<file path="src/rtl/demultiplexer_1_to_4_sequencer.sv">
// Buffers {dest, data} items in a 4-deep FIFO and presents each one to a 1-to-4 demux
// for DWELL consecutive cycles, back to back while items are waiting.
module demultiplexer_1_to_4_sequencer #(
  parameter int unsigned DWELL = 4
) (
  input  logic       clk,
  input  logic       rst_n,
  input  logic       in_valid,
  input  logic       in_data,
  input  logic [1:0] in_dest,
  output logic       in_ready,
  output logic       in,
  output logic [1:0] select_lines,
  output logic       active,
  output logic [2:0] fifo_count
);

  typedef enum logic {StIdle, StHold} state_e;

  localparam logic [3:0] DwellLoad = 4'(DWELL - 1);

  logic [2:0] mem_q [4];
  logic [1:0] wr_ptr_q, rd_ptr_q;
  logic [2:0] count_q;
  logic [3:0] dwell_q;
  state_e     state_q;
  logic       push, pop;
  logic [2:0] head;

  assign in_ready   = rst_n & (count_q != 3'd4);
  assign push       = in_valid & in_ready;
  // Pop is decided from the pre-edge count, so an item pushed this edge waits one cycle.
  assign pop        = (count_q != 3'd0) & ((state_q == StIdle) | (dwell_q == 4'd0));
  assign head       = mem_q[rd_ptr_q];
  assign fifo_count = count_q;

  always_ff @(posedge clk) begin
    if (push) begin
      mem_q[wr_ptr_q] <= {in_dest, in_data};
    end
  end

  always_ff @(posedge clk or negedge rst_n) begin
    if (!rst_n) begin
      wr_ptr_q <= 2'd0;
      rd_ptr_q <= 2'd0;
      count_q  <= 3'd0;
    end else begin
      if (push) wr_ptr_q <= wr_ptr_q + 2'd1;
      if (pop)  rd_ptr_q <= rd_ptr_q + 2'd1;
      unique case ({push, pop})
        2'b10:   count_q <= count_q + 3'd1;
        2'b01:   count_q <= count_q - 3'd1;
        default: count_q <= count_q;
      endcase
    end
  end

  always_ff @(posedge clk or negedge rst_n) begin
    if (!rst_n) begin
      state_q      <= StIdle;
      dwell_q      <= 4'd0;
      in           <= 1'b0;
      select_lines <= 2'b00;
      active       <= 1'b0;
    end else begin
      unique case (state_q)
        StIdle: begin
          if (pop) begin
            state_q      <= StHold;
            dwell_q      <= DwellLoad;
            in           <= head[0];
            select_lines <= head[2:1];
            active       <= 1'b1;
          end
        end
        StHold: begin
          if (dwell_q != 4'd0) begin
            dwell_q <= dwell_q - 4'd1;
          end else if (pop) begin
            dwell_q      <= DwellLoad;
            in           <= head[0];
            select_lines <= head[2:1];
            active       <= 1'b1;
          end else begin
            // select_lines deliberately keeps the last destination.
            state_q <= StIdle;
            in      <= 1'b0;
            active  <= 1'b0;
          end
        end
        default: state_q <= StIdle;
      endcase
    end
  end

endmodule

</file>
<file path="config.mk">
export PLATFORM = sky130hd
export DESIGN_NAME = demultiplexer_1_to_4_sequencer
export DESIGN_NICKNAME = d
export VERILOG_FILES = /design/src/rtl/demultiplexer_1_to_4_sequencer.sv
export SDC_FILE = /design/constraint.sdc
export NUM_CORES = 1
export LEC_CHECK = 0
export CORE_ASPECT_RATIO = 1.1
export CORE_MARGIN = 3
export CORE_UTILIZATION = 35
export DETAILED_ROUTE_END_ITERATION = 10
export PLACE_DENSITY = 0.61
export SYNTH_ARGS = -nofsm -noshare
export SYNTH_HDL_FRONTEND = slang
export SYNTH_SLANG_ARGS = --single-unit
</file>
<file path="constraint.sdc">
create_clock -name clk -period 3.3 [get_ports clk]
set_clock_uncertainty 0.05 [all_clocks]
set_input_delay 0.33 -clock clk [delete_from_list [all_inputs] [get_ports clk]]
set_output_delay 0.33 -clock clk [all_outputs]
set_load 0.02 [all_outputs]
</file>
Word level (Yosys, flattened, before mapping) --
Memory sizes are Yosys's and may differ from the RTL's. Cells that the tools add are included.
Word-level totals: input bits 6, memories 1, register bits 16, output and inout port bits 8, logic and storage cells 48, bits in read-only memories 0, memory bits (writable) 12, bits in latches 0
Memories:
- mem_q | words 4, bits a word 3, rd ports 1, clocked after memory_dff 0, wr ports 1, line 22 | logic [2:0] mem_q [4];
Operators by class: add/subtract/negate cells 5, mux-type cells 19, eq/ne operators 5, order comparisons 0, shift operators 0, bitwise gates (word level) 5, div/mod/pow operators 0, multiply operators 0, reduce and logical (&&, ||, !) cells 5
Operators by type and width (number):
- $mux W1 | 9
- $mux W4 | 2
- $pmux W4 S2 | 1
- $pmux W1 S2 | 3
- $pmux W3 S2 | 1
- $add A2 B1 Y2 const B | 2
- $logic_not A4 Y1 | 1
- $mux W2 | 2
- $ne A2 B2 Y1 const B | 2
- $pmux W2 S2 | 1
- $reduce_bool A4 Y1 | 1
- $sub A4 B1 Y4 const B | 1
- $add A3 B1 Y3 const B | 1
- $and A1 B1 Y1 | 3
- $ne A3 B3 Y1 const B | 1
- $reduce_bool A3 Y1 | 1
- $sub A3 B1 Y3 const B | 1
- $eq A2 B1 Y1 const B | 1
- $eq A2 B2 Y1 const B | 1
- $reduce_and A2 Y1 | 1
- $reduce_bool A2 Y1 | 1
- $not A1 Y1 | 1
- $or A1 B1 Y1 | 1

Logic depth before layout (Yosys ltp) --
Gate-level depths: netlist (run 1).
depth in word-level cells 6, gate-level depth with buffers 10

Worst setup path before layout (run 1) --
Ideal clock, no wire load.
path kind register -> register, start reg dwell_q[0], end reg count_q[1], in the netlist fifo_count[1], clock period less this slack 2.375 ns, data required time 3.125 ns, cell stages (with the launch flop) 9, setup slack 0.925 ns, path buffers 1, arrival time 2.200 ns, setup time 0.125 ns, cells stage by stage dfrtp_1 > inv_1 > ha_1 > or3b_1 > buf_6 > a21oi_4 > ha_1 > fa_1 > mux2_2
Between the ends: cells in the longest elaborated chain, start to end 5, elaborated cells between the ends (all ways) 7
RTL lines:
- start, declared | line 25 | logic [3:0] dwell_q;
- start signal, assigned | line 71 | dwell_q <= DwellLoad;
- start signal, assigned | line 79 | dwell_q <= dwell_q - 4'd1;
- start signal, assigned | line 81 | dwell_q <= DwellLoad;
- $logic_not A4 Y1 (*) | line 33 | assign pop = (count_q != 3'd0) & ((state_q == StIdle) | (dwell_q == 4'd0));
- $or A1 B1 Y1 (*) | line 33
- $and A1 B1 Y1 (*) | line 33
- via pop | line 27 | logic push, pop;
- $eq A2 B1 Y1 / $eq A2 B2 Y1 (equally long branches) | line 51 | unique case ({push, pop})
- $pmux W3 S2 / $reduce_bool A2 Y1 (equally long branches)
- end signal, assigned | line 52 | 2'b10: count_q <= count_q + 3'd1;
- end signal, assigned | line 53 | 2'b01: count_q <= count_q - 3'd1;
- end signal, assigned | line 54 | default: count_q <= count_q;
- end, declared | line 24 | logic [2:0] count_q;
The timed path passes the listed nets; every way through them passes the cells marked *. A chain may end at the register's enable or synchronous reset.

Worst setup path in the final report (run 1) --
Ends and elaborated chain as after synthesis.

==> results by group, run 1 <==
Outcome
  – Outcome: finished, final reports clean

Drt
  – Antenna-violating nets left: 0
  – Vias after detailed routing: 721
  – Routed WL: 2020 um
  – Drt first pass iters: 4
  – WL/cell: 13.1 um
  – Drt drc: 0
  – Initial DRC count: 35
  – Vias per cell: 4.65

GRT
  – Largest net degree at the start of global routing: 18
  – Initial antenna violation count: 0
  – Vias in the first global route: 778
  – First-pass GRT wire length: 3780 um
  – Total grt overflow: 0
  – GRT Util Overall: 10.7%

Yosys
  – Netlist cell types: 34
  – Ys flop type: dfrtp_1
  – YS warnings: 0
  – Mapped cell area: 1300 sq um
  – Seq/Total Area, Yosys: 58.5%
  – Syn Area/Cell: 14.3 sq um
  – EDFF count, synth: 12
  – Synth top area cells: dfrtp_1 (31%), edfxtp_1 (28%), ha_1 (5.8%), mux4_2 (5.2%), xnor2_1 (2.7%)
  – Post-synth top area share: just over 30%
  – Synth area leader: dfrtp_1
  – Synth Net Count: around 100
  – FF+latch count, synth: 28
  – Syn Inst Count: 91
  – Post-synth ARST share: 57.1%

Clock tree
  – CTS tree: yes
  – Worst-skew pair later-pin latency: 0.32 ns
  – Clk sink count: 28
  – Clk buf depth: 2
  – CTS resizes: 0
  – Clk slew on worst S/H paths: 0.15 ns
  – Root Driver: clkbuf_4
  – Postcts setup bufs: 0
  – Number of H-tree branching levels: 1
  – Hold-fix buffers, CTS: 0
  – CTS buffer count: 3

STA
  – Final period util: 79.0%
  – Slew headroom: about two thirds
  – Post-route setup slack: a little under 0.7 ns
  – Setup violators final: 0
  – Clock period minus final worst setup slack: 2.61 ns
  – RSZ-0062 raised after global routing: false
  – Final setup TNS: 0 ns
  – Fmax: 383 MHz
  – Final Hold Violating Endpoints: 0
  – Worst-Margin Slew: 0.493 ns
  – Slew Viols, Final: 0

Placed design
  – Routability cong.: roughly 0.8
  – IO buf count: 13
  – Placed cell count: between 150 and 200
  – Post-place setup slack: 0.721 ns
  – Placement Cell Area: about 1500 sq um
  – Dpl hpwl: 1580 um

Worst setup path
  – Startpoint types: flop
  – CP required: 3.48 ns
  – Crit-path max FO: 8
  – CP cell instances: inv_1 -> ha_1 -> or3b_1 -> a21oi_4 -> ha_1 -> fa_1 -> mux2_2
  – Critical path arrival: between 2 and 3 ns
  – Reg-to-reg critical path endpoint: fifo_count[1]$_DFFE_PN0P_
  – Slowest stage cell, crit path: or3b_1
  – Crit-path max cell delay: 0.51 ns
  – Worst Reg-to-Reg Cells: 7
  – RR Startpoint: dwell_q[0]$_DFF_PN0_
  – Crit end category: flop
  – Crit path top cell by count: ha_1
  – FF-to-FF setup slack: roughly 0.69 ns
  – Setup crit start: dwell_q[0]$_DFF_PN0_
  – Critical path class: reg -> reg

Finish
  – Share of cells above drive strength 1: 17.8%
  – Number of diodes: 0
  – Reg area: 761 sq um
  – Final instance area: between 1500 and 2000 sq um
  – Final cell count without fillers: about 160
  – Area of the multi-input gates: between 400 and 500 sq um
  – Area Overhead vs Synth: 18.1%
  – Filler cells: approximately 320
  – Post-layout nets: 121
  – Finished Core Util: between 40 and 50%

Worst hold path
  – Hold crit path type: in -> async

Power
  – Maximum vdd drop: 289 uV
  – Leakage: 0.000612 uW
  – Pwr Density: 901 nW/um^2

Floorplan
  – Cell row count: 22
  – IO Count: 14
  – Area of the core: around 3400 sq um
  – Die width: 64.1 um
  – Die height: 69.9 um
  – Initial Util: 37.8%
  – DIE AREA: 4480 sq um

Flow run
  – Max_cap viols: 0
[worst max-delay path by stage]
stage,end,slack (ns),depth (start not counted)
final,fifo_count[1]$_DFFE_PN0P_,0.69,7
after global routing,fifo_count[1]$_DFFE_PN0P_,0.51,7
after CTS,fifo_count[1]$_DFFE_PN0P_,0.68,7
after detailed placement,fifo_count[1]$_DFFE_PN0P_,0.72,7
after global placement,fifo_count[1]$_DFFE_PN0P_,0.81,7
after floorplan,fifo_count[1]$_DFFE_PN0P_,0.93,8
[final cells by class]
class | count | area share (%)
clock buffer | 3 | 1.47
clock inverter | 1 | 1.96
inverter | 7 | 1.71
multi-input combinational | 54 | 32.4
sequential | 28 | 49.6
tap | 48 | 3.91
timing repair buffer | 14 | 8.96
[routing by layer]
metal	routed length [um]	global-route usage, %	share of wire [%]
met5	0	0	0
met4	27	4.23	1.3
met3	66	1.77	3.3
met2	969	17.0	48
met1	960	14.5	47
[cell usage after synthesis, types with 2 or more instances]
master and number:
ha_1 6, and2_1 4, mux2_4 2, edfxtp_1 12, o21ai_0 4, dfrtp_1 16
inv_1 7, xnor2_1 4, nand2_1 5, a31oi_1 2, nor2_1 2, xor2_1 2
mux4_2 3, mux2_2 2
[critical path, delay by kind of cell (launching register included)]
kind / cells / cell delay [ns]
AOI/OAI and AO/OA: 1 / 0.32
adders and majority gates: 3 / 0.84
buffers and inverters: 1 / 0.08
DFF: 1 / 0.45
muxes: 1 / 0.27
and+or+nand+nor: 1 / 0.51
[placed cells by master (no fill, tap or decap), drive strengths merged]
cell type and n:
a21boi 1, bufinv 1, clkdlybuf4s50 13, xnor2 4, nor2 2, or3 1, and3 1, clkbuf 3
or3b 1, nor3 2, nand2 5, o31a 1, nand4b 1, and2 4, dfrtp 16, a22o 1
buf 1, inv 7, a31oi 2, mux2 4, fa 1, mux4 3, a211oi 2, ha 6
and2b 1, a21oi 2, o21ai 4, a21o 1, nand2b 1, xor2 2, edfxtp 12, nor4 1
[where the power goes]
part / switching (uW) / internal [uW]
Clock: 99.1 / 123
Combinational: 257 / 307
Sequential: 120 / 478
Total: 476 / 907
[registers in the layout (all words and copies together) (netlist names)]
name          cells
state_q           1
active            1
wr_ptr_q          2
in                1
fifo_count        3
rd_ptr_q          2
dwell_q           4
mem_q            12
select_lines      2
[cells by family after synthesis]
| kind of cell | share of synthesized area [%] |
|---|---|
| flip-flops | 58.5 |
| AND/OR/NAND/NOR | 9.05 |
| AO/OA/AOI/OAI | 8.66 |
| buffers and inverters | 3.18 |
| multiplexers | 9.24 |
| adder cells (fa/ha/maj) | 7.31 |
| XOR/XNOR | 4.04 |
[stage by stage]
stage / hold slack (ns) / total power, uW
detailed placement: 0.443 / 1180
finish: 0.368 / 1380
floorplan: -0.0156 / 999
CTS: 0.362 / 1400
global placement: 0.446 / 1160
global route: 0.371 / 1500
Note: power is estimated with default switching activity, not from simulation.
==> run 2: changes to the inputs <==
Settings changed: PLACE_DENSITY 0.61 to 0.63.
Clock period 3.3 ns to 2.15 ns, I/O delays scaled along.
==> results by group, run 2 (synthesis gave the netlist of run 1 again) <==
STA
  – Final Hold Violating Endpoints: 0
  – Slew headroom: 61.1%
  – RSZ-0062 raised after global routing: true
  – Post-route setup slack: -0.0331 ns
  – Setup violators final: 1
  – Worst-Margin Slew: 0.578 ns
  – Clock period minus final worst setup slack: 2.18 ns
  – Fmax: about 460 MHz
  – Final period util: 102%
  – WHS: 0.340 ns
  – Slew Viols, Final: 0

Worst setup path
  – CP required: 2.34 ns
  – Critical path arrival: 2.37 ns
  – Crit end category: flop
  – Worst Reg-to-Reg Cells: 7
  – Crit-path max FO: 2
  – Startpoint types: flop
  – Critical path class: reg -> reg

Floorplan
  – IO Count: 14
  – Die width: approximately 64 um
  – Die height: 69.9 um
  – Initial Util: 37.8%
  – Area of the core: 3440 sq um
  – DIE AREA: 4480 sq um
  – Cell row count: 22

Drt
  – Vias per cell: 4.78
  – Antenna-violating nets left: 0
  – Vias after detailed routing: 803
  – WL/cell: 14.2 um
  – Routed WL: 2380 um
  – Drt first pass iters: 4
  – Drt drc: 0
  – Initial DRC count: 33

Power
  – Clock Power Share: 14.9%
  – Int Pwr: 1530 uW
  – Maximum vdd drop: 408 uV
  – Sw Pwr: 790 uW
  – Pwr Density: 1400 nW/um^2
  – Sw Share: 34.1%
  – Combinational share of power: 46.2%
  – Leakage: about 0.00068 uW
  – Sequential share of power: 38.9%

GRT
  – Initial antenna violation count: 0
  – Total grt overflow: 0
  – First-pass GRT wire length: 3940 um
  – Vias in the first global route: 818
  – Largest net degree at the start of global routing: 17
  – GRT Util Overall: about an eighth

Finish
  – Area of the multi-input gates: 526 sq um
  – Post-layout nets: 134
  – Most common cell after layout, fill and taps aside: dfrtp_1
  – Filler cells: about 310
  – Finished Core Util: 48.3%
  – Most frequent cells in the layout: dfrtp_1 (16), buf_4 (14), clkdlybuf4s50_1 (13)
  – Share of cells above drive strength 1: 30.0%
  – Top reg by flops: mem_q
  – Number of diodes: 0
  – Reg area: 761 sq um
  – Area Overhead vs Synth: 27.7%
  – Largest register FFs: 12
  – Final cell count without fillers: 168

Placed design
  – Dpl hpwl: 1780 um
  – Routability cong.: 0.726
  – Placed cell count: 160
  – IO buf count: 13

Clock tree
  – CTS buffer count: 3
  – Root Driver: clkbuf_4
  – Worst-skew pair later-pin latency: 0.33 ns
  – Clk buf depth: 2
  – Clk slew on worst S/H paths: about 0.15 ns
  – Number of H-tree branching levels: 1
  – Hold-fix buffers, CTS: 0
  – Clk sink count: 28
  – CTS tree: yes

Worst hold path
  – Hold crit path type: in -> async

Outcome
  – Violated checks: negative setup slack
  – Outcome: finished, violations left

Flow run
  – Max_cap viols: 0
## run 2: worst paths after layout
path | from | slack (ns) | end
max reg2reg | dwell_q[1]$_DFF_PN0_ | -0.03 | fifo_count[1]$_DFFE_PN0P_
max in group asynchronous | rst_n | 1.53 | select_lines[1]$_DFFE_PN0P_
min | rst_n | 0.34 | dwell_q[3]$_DFF_PN0_
min in group clk | in_data | 0.47 | mem_q[3][0]$_DFFE_PP_
min reg2reg | in$_DFFE_PN0P_ | 0.47 | in$_DFFE_PN0P_
max | dwell_q[1]$_DFF_PN0_ | -0.03 | fifo_count[1]$_DFFE_PN0P_
## run 2: area by class of cell
cell class              instances  share of cell area, %
well taps                      48                   3.62
clock inverters                 1                   1.81
inverters                       7                   1.58
clock buffers                   3                   1.36
flip-flops and latches         28                   45.8
repair buffers                 27                   14.2
multi-input cells              54                   31.7
## run 2: power by group through the flow
stage / registers (uW) / logic (uW) / clock network [uW]
final: 903 / 1070 / 346
after global routing: 937 / 1170 / 381
after CTS: 908 / 1020 / 359
after detailed placement: 923 / 988 / 0
after global placement: 914 / 958 / 0
after floorplan: 972 / 576 / 0
## run 2: worst max-delay path, cell delays in order, from the launching register on
cell and delay [ns]:
dfrtp_1 0.42, inv_2 0.09, ha_4 0.13, or3b_4 0.39, a21oi_4 0.20, ha_4 0.16, fa_1 0.38, mux2_2 0.27
## run 2: layer usage
metal  global-route usage [%]  up-vias  part of all wire, %
met1                     13.6      396                   37
met2                     20.4       18                   55
met4                     7.04        0                  3.6
li1                         -      382                    -
met5                        0        -                    0
met3                     1.45        7                  3.9
## run 2: what timing repair did
item | in CTS | in global routing
endpoints found under the setup margin | 1 | 3
gates resized for setup | 1 | 3
pin swaps | 0 | 4
buffers inserted | 1 | 3
hold endpoints to repair | 0 | 0
## run 2: through the flow
step	total power (uW)	setup slack [ns]	setup TNS [ns]	instance area, sq um
3_5_place_dp	1910	-0.0622	-0.0694	1560
4_1_cts	2280	-0.0445	-0.0445	1630
5_1_grt	2490	-0.109	-0.170	1660
6_report	2320	-0.0331	-0.0331	1660
2_1_floorplan	1550	-0.162	-0.162	1310
3_3_place_gp	1870	-0.00782	-0.00782	1560
